--- src/rtl/trace_checker_pkg.sv ---
// Shared types and constants for the byte-serial CPU trace-line checker.
// Holds the parser state encoding, error-bit positions, format codes and ASCII literals.
package trace_checker_pkg;

    typedef enum logic [3:0] {
        ST_IDLE,
        ST_TIME,
        ST_PC,
        ST_COLON_SP,
        ST_DEST_PFX,
        ST_REG,
        ST_ADDR,
        ST_PRE_LT,
        ST_EQ,
        ST_PRE_DATA,
        ST_DATA
    } state_t;

    localparam int ERR_TIME = 0;
    localparam int ERR_PC   = 1;
    localparam int ERR_ADDR = 2;
    localparam int ERR_REG  = 3;

    localparam logic [1:0] FMT_NONE = 2'd0;
    localparam logic [1:0] FMT_REG  = 2'd1;
    localparam logic [1:0] FMT_MEM  = 2'd2;

    localparam logic [7:0] CH_CARET  = 8'h5E;
    localparam logic [7:0] CH_AT     = 8'h40;
    localparam logic [7:0] CH_COLON  = 8'h3A;
    localparam logic [7:0] CH_SPACE  = 8'h20;
    localparam logic [7:0] CH_DOLLAR = 8'h24;
    localparam logic [7:0] CH_STAR   = 8'h2A;
    localparam logic [7:0] CH_LT     = 8'h3C;
    localparam logic [7:0] CH_EQ     = 8'h3D;
    localparam logic [7:0] CH_HASH   = 8'h23;
    localparam logic [7:0] CH_0      = 8'h30;
    localparam logic [7:0] CH_9      = 8'h39;
    localparam logic [7:0] CH_LA     = 8'h61;
    localparam logic [7:0] CH_LF     = 8'h66;
    localparam logic [7:0] CH_UA     = 8'h41;
    localparam logic [7:0] CH_UF     = 8'h46;

    // Isolates the least-significant set bit (x & -x); zero for zero.
    function automatic logic [31:0] lowest_set(input logic [31:0] x);
        return x & (~x + 32'd1);
    endfunction

endpackage

--- src/rtl/char_classify.sv ---
// Combinational ASCII digit classifier: decimal/hex flags and the digit's 4-bit value.
// Upper-case hex is accepted only when UPPER_HEX is non-zero.
module char_classify
    import trace_checker_pkg::*;
#(
    parameter int UPPER_HEX = 0
) (
    input  logic [7:0] char,
    output logic       is_dec,
    output logic       is_hex,
    output logic [3:0] nib
);

    logic is_lower;
    logic is_upper;

    always_comb begin
        is_dec   = (char >= CH_0) && (char <= CH_9);
        is_lower = (char >= CH_LA) && (char <= CH_LF);
        is_upper = (UPPER_HEX != 0) && (char >= CH_UA) && (char <= CH_UF);
        is_hex   = is_dec || is_lower || is_upper;
        nib      = 4'd0;
        if (is_dec) begin
            nib = char[3:0];
        end else if (is_lower || is_upper) begin
            // 'a'/'A' have low nibble 1, so adding 9 yields 10..15.
            nib = 4'd9 + char[3:0];
        end
    end

endmodule

--- config.mk ---
export PLATFORM = sky130hd
export DESIGN_NAME = char_classify
export DESIGN_NICKNAME = d
export VERILOG_FILES = /design/src/rtl/trace_checker_pkg.sv /design/src/rtl/char_classify.sv
export SDC_FILE = /design/constraint.sdc
export NUM_CORES = 1
export LEC_CHECK = 0
export CORE_AREA = 4 4 41 43
export DETAILED_ROUTE_END_ITERATION = 8
export DIE_AREA = 0 0 45 47
export DONT_BUFFER_PORTS = 1
export PLACE_DENSITY = 0.33
export RECOVER_POWER = 100
export SLEW_MARGIN = 25
export SYNTH_ARGS = -nofsm -noshare
export SYNTH_HDL_FRONTEND = slang
export SYNTH_SLANG_ARGS = --single-unit
--- constraint.sdc ---
create_clock -name vclk -period 2
set_clock_uncertainty 0.15 [all_clocks]
set_input_delay 0.3 -clock vclk [all_inputs]
set_output_delay 0.3 -clock vclk [all_outputs]
set_load 0.005 [all_outputs]
== After elaboration in Yosys (flattened, before gate mapping) ==
Index checks and enable logic that the tools add are counted.
Widths: inputs -> output; s select.

* Flip-flop bits (word level): 0
* Input bits: 8
* Word-level logic and storage cells: 10
* Output and inout port bits: 6

* Muxes and demuxes: 2
* Add/subtract/negate cells: 1
* Reductions and logical operators: 3
* $lt $le $gt $ge: 4

{| class="wikitable"
|+ Operator list
! cell !! number
|-
| $ge 8x6->1 const B || 1
|-
| $ge 8x7->1 const B || 1
|-
| $le 8x6->1 const B || 1
|-
| $le 8x7->1 const B || 1
|-
| $mux 4 || 2
|-
| $add 4x4->4 const A || 1
|-
| $logic_and 1x1->1 || 2
|-
| $logic_or 1x1->1 || 1
|}

== Depth between registers and ports, before layout ==
Gate-level depths: netlist of run 1.

* Word-level depth: 4
* Depth in mapped cells: 6
* Mapped depth without buffers: 6

== Least setup slack after synthesis of run 1 ==
No wires, ideal clock.

* Kind: input port to output port
* From: in char[1]
* To: out nib[2]
* Path slack: 0.238 ns
* Cell stages on the path: 6
* Data arrival time: 1.312 ns
* Buffers on the path: 0
* Required time: 1.550 ns
* Cell sequence: inv_1 -> ha_1 -> o21bai_4 -> a21oi_4 -> or3b_1 -> a21oi_2

* Elaborated cells between the ends (all ways): 9
* Classes of those cells: add/sub (1); order compare (4); mux (2); reduce/logical (2)

{| class="wikitable"
|+ RTL lines
! what !! line !! text
|-
| start, declared || char_classify.sv:8 || <nowiki>input logic [7:0] char,</nowiki>
|-
| $ge 8x6->1 / $le 8x6->1 (equally long branches) || char_classify.sv:18 || <nowiki>is_dec = (char >= CH_0) && (char <= CH_9);</nowiki>
|-
| $logic_and 1x1->1 * || char_classify.sv:18 ||
|-
| via is_dec || char_classify.sv:9 || <nowiki>output logic is_dec,</nowiki>
|-
| $mux 4 * || char_classify.sv:23 || <nowiki>if (is_dec) begin</nowiki>
|-
| end, declared || char_classify.sv:11 || <nowiki>output logic [3:0] nib</nowiki>
|}

Mark *: on every way through the listed nets, which the timed path passes. The rest lies on a longest branch.

== Worst setup path after layout of run 1 ==
Same ends and word-level chain as after synthesis.

==> flow_summary.ini, run 1 <==
[synthesis]
yosysSeqAreaShare = 0
synth.top_cells.by_area = ha_1 (24%), o21bai_4 (9.1%), a21oi_4 (7.9%)
synth_nets = 38
avgSynthCellArea_sq_um = 7.940
syn-instance-count = 26
yosysWarnings = 0
synth_commonest_cells = ha_1 (4), nor2_1 (4), inv_1 (3), a21oi_1 (2)
synth_top_area_frac = 0.2424
syn_area_sq_um = 206.4
synth.distinct_cells = 17
yosysTopAreaCell = ha_1

[power]
power_frac_clock = 0
p_per_area_nw_per_um2 = 107.1
p_seq_frac = 0
p_comb_frac = 1.000
p_sw_w = 0.00001244
switching_share = 0.5248
p_leak_nw = 0.09710
internal_power_w = 0.00001127
p_total_w = 0.00002371
ir_worst_vdd_uv = 20.98

[routing]
dr.pass1.iters = 3
wl_per_cell_um = 12.85
num_vias = 189
routed_wl_um = 527
antenna_left = 0
remaining_drc_errors = 0
viasPerCell = 4.610
drt-initial-drc-count = 1

[cells_and_area]
clkbuf_count = 0
num-fill-cells = 156
seq_cells = 0
syn_to_final_growth_pct = 7.273
seq_area_sq_um = 0
finish.net_count = 40
drive_gt1_frac = 0.1154
antenna_cells = 0
finish.utilization = 0.1702

[critical_path]
start_kind = input port
critPathRequiredTime_ns = 1.55
worstPathMaxFanout = 5
end_kind = primary output
arrival_ns = 1.40
cpPeakStageDelay_ns = 0.36
crit_chain = inv_1 -> ha_1 -> o21bai_4 -> a21oi_4 -> or3b_1 -> a21oi_1
critPathKind = input port to primary output
cpMaxStageDelayCell = or3b_1

[sta]
final_max_slew_viol_count = 0
final-setup-viol-count = 0
fin_crit_ns = 1.852
worst_slack_ns = 0.1479
relSlewSlack = 0.7848
hold_viol = 0
rsz0062_at_grt = no
tightest_slew_ns = 0.3229
fmax_ghz = 0.5399
finalSetupTns_ns = 0
fin_crit_sh = 0.9261

[place]
pre_cts_ws_ns = 0.1603
port_buffers = 0
hpwl_um = 484.1
globalplace.congestion = 0.6649

[run]
drv_cap = 0

[floorplan]
core_area_sq_um = 1301
io_pins = 14
placementRows = 13
start_util = 0.1587
design.die.area_sq_um = 2115
die_h_um = 47
die_w_um = 45

[global_route]
grt_use_total = 0.04721
antenna_found_initial = 0
overflow = 0
grt_pass1_wl_um = 786
grt_max_degree = 6
grt_pass1_vias = 175

[clocking]
post_cts_buffers = 0
cts.hold.buffers_added = 0
cts_resized = 0

[min_path]
hold_path_class = input port to primary output

[outcome]
run_status = completed
[layout make-up]
cell class         instances  area [sq um]  share of cell area
inverters                  3         11.26             0.05085
multi-input cells         23         191.4              0.8644
well taps                 15         18.77             0.08475
[critical path, delay by kind of cell]
| family | cells | cell delay, ns |
|---|---|---|
| AND/OR/NAND/NOR | 1 | 0.36 |
| adder cells (fa/ha/maj) | 1 | 0.22 |
| AO/OA/AOI/OAI | 3 | 0.47 |
| buffers and inverters | 1 | 0.05 |
[kinds of logic after synthesis]
| kind of cell | after synthesis | share of synthesized area |
|---|---|---|
| AO/OA/AOI/OAI | 8 | 0.3637 |
| multiplexers | 1 | 0.04849 |
| adder cells (fa/ha/maj) | 4 | 0.2424 |
| buffers and inverters | 3 | 0.05454 |
| AND/OR/NAND/NOR | 10 | 0.2909 |
[stage by stage]
| step | cells | hold WS (ns) | instance area [sq um] |
|---|---|---|---|
| CTS | 41 | 0.5047 | 225.2 |
| global route | 41 | 0.5076 | 221.5 |
| detailed placement | 41 | 0.5047 | 225.2 |
| finish | 41 | 0.5030 | 221.5 |
| global placement | 41 | 0.5007 | 225.2 |
| floorplan | 26 | 0.4941 | 206.4 |
[cell usage in the layout, fill, tap and decap left out]
cell | Yosys | final
a21boi_0 | 1 | 1
nand4bb_1 | 1 | 1
inv_1 | 3 | 3
o21bai_4 | 1 | 1
o21ai_0 | 1 | 1
or3b_1 | 1 | 1
a21oi_4 | 1 | 1
nor2_1 | 4 | 4
a21oi_1 | 2 | 3
mux2i_1 | 1 | 1
ha_1 | 4 | 4
a31o_2 | 1 | 1
and4b_1 | 1 | 1
and2_1 | 1 | 1
nand3_1 | 1 | 1
nand2_1 | 1 | 1
[layer usage]
metal,wire (um),vias up,global-route usage
met1,195,89,0.04270
met2,288,8,0.1045
met3,43,0,0.01533
li1,-,92,-
met5,0,-,0
met4,0,0,0
[path summary, 6_finish.rpt]
path,cells past startpoint,startpoint,slack [ns],to
setup / recovery,6,char[1],0.15,nib[2]
hold / removal,1,char[3],0.50,is_dec
[power by group through the flow]
stage          clock network, W  registers, W   logic, W
6_report                      0             0  0.0000237
4_1_cts                       0             0  0.0000249
3_5_place_dp                  0             0  0.0000246
5_1_grt                       0             0  0.0000267
3_3_place_gp                  0             0  0.0000244
2_1_floorplan                 0             0  0.0000215
Note: power is estimated with default switching activity, not from simulation.
==> run 2, diff against run 1 <==
- PLACE_DENSITY: 0.33 -> not set
- PLACE_DENSITY_LB_ADDON: not set -> 0.08
- REMOVE_ABC_BUFFERS: not set -> 1
==> flow_summary.ini, run 2 (synthesized netlist as in run 1, its figures left out) <==
[outcome]
run_status = completed

[global_route]
grt_max_degree = 6
overflow = 0
grt_busiest_layer = met2
met3_usage = 0
antenna_found_initial = 0
met1_usage = 0.05843
grt_pass1_vias = 184
met2_usage = 0.08475
grt_pass1_wl_um = 745
grt_use_total = 0.04406

[floorplan]
io_pins = 14
core_area_sq_um = 1301
start_util = 0.1587
die_h_um = 47
die_w_um = 45
placementRows = 13
design.die.area_sq_um = 2115

[sta]
finalSetupTns_ns = 0
fin_crit_ns = 1.826
fin_crit_sh = 0.9131
rsz0062_at_grt = no
final_max_slew_viol_count = 0
tightest_slew_ns = 0.3093
holdWs_ns = 0.5018
relSlewSlack = 0.7938
final-setup-viol-count = 0
fmax_ghz = 0.5476
hold_viol = 0

[place]
dp_cells = 41
port_buffers = 0
globalplace.congestion = 0.6673
hpwl_um = 451.8

[run]
drv_cap = 0

[routing]
remaining_drc_errors = 0
routed_wl_um = 490
drt-initial-drc-count = 2
dr.pass1.iters = 2
wl_per_cell_um = 11.95
num_vias = 163
antenna_left = 0
viasPerCell = 3.976

[cells_and_area]
syn_to_final_growth_pct = 7.273
finish.utilization = 0.1702
num-fill-cells = 155
instances_no_fill = 41
clkbuf_count = 0
finish.net_count = 40
drive_gt1_frac = 0.1154
seq_cells = 0
multi_input_area_sq_um = 191.4
antenna_cells = 0
seq_area_sq_um = 0
layout_common_cells = nor2_1 (4), ha_1 (4), inv_1 (3), a21oi_1 (3)

[power]
ir_worst_vdd_uv = 20.97
p_leak_nw = 0.09710
p_total_w = 0.00002351
p_per_area_nw_per_um2 = 106.2

[critical_path]
end_kind = primary output
worstPathMaxFanout = 5
critPathKind = input port to primary output
start_kind = input port
arrival_ns = 1.38
critPathRequiredTime_ns = 1.55

[clocking]
cts_resized = 0
post_cts_buffers = 0
cts.hold.buffers_added = 0

[min_path]
hold_path_class = input port to primary output
==> run 2: cell counts in the layout (fill, tap and decap cells not counted) <==
Identical to the previous run, type by type.
==> run 2: report_power, final <==
part	total [W]	leakage, nW	switching, W	internal [W]
clock	0	0	0	0
combinational	0.0000235	0.0971	0.0000123	0.0000112
sequential	0	0	0	0
==> run 2: critical path: stages <==
cell	delay (ns)
inv_1	0.05
ha_1	0.22
o21bai_4	0.17
a21oi_4	0.09
or3b_1	0.35
a21oi_1	0.20
==> run 2: area by class of cell <==
| cell class | count | area share |
|---|---|---|
| multi-input cells | 23 | 0.8644 |
| well taps | 15 | 0.08475 |
| inverters | 3 | 0.05085 |
==> run 2: final timing paths <==
path | end | depth (start not counted) | slack, ns | startpoint
max | nib[2] | 6 | 0.17 | char[1]
min | is_dec | 1 | 0.50 | char[3]
==> run 2: through the flow <==
stage | area (sq um) | setup WS, ns
after CTS | 225.2 | 0.1668
final | 221.5 | 0.1739
after floorplan | 206.4 | 0.2377
after detailed placement | 225.2 | 0.1736
after global routing | 221.5 | 0.1078
after global placement | 225.2 | 0.1657
==> run 2: routing by layer <==
layer	vias up	routed length, um
met4	0	0
met1	68	228
met5	-	0
li1	91	-
met2	4	258
met3	0	2
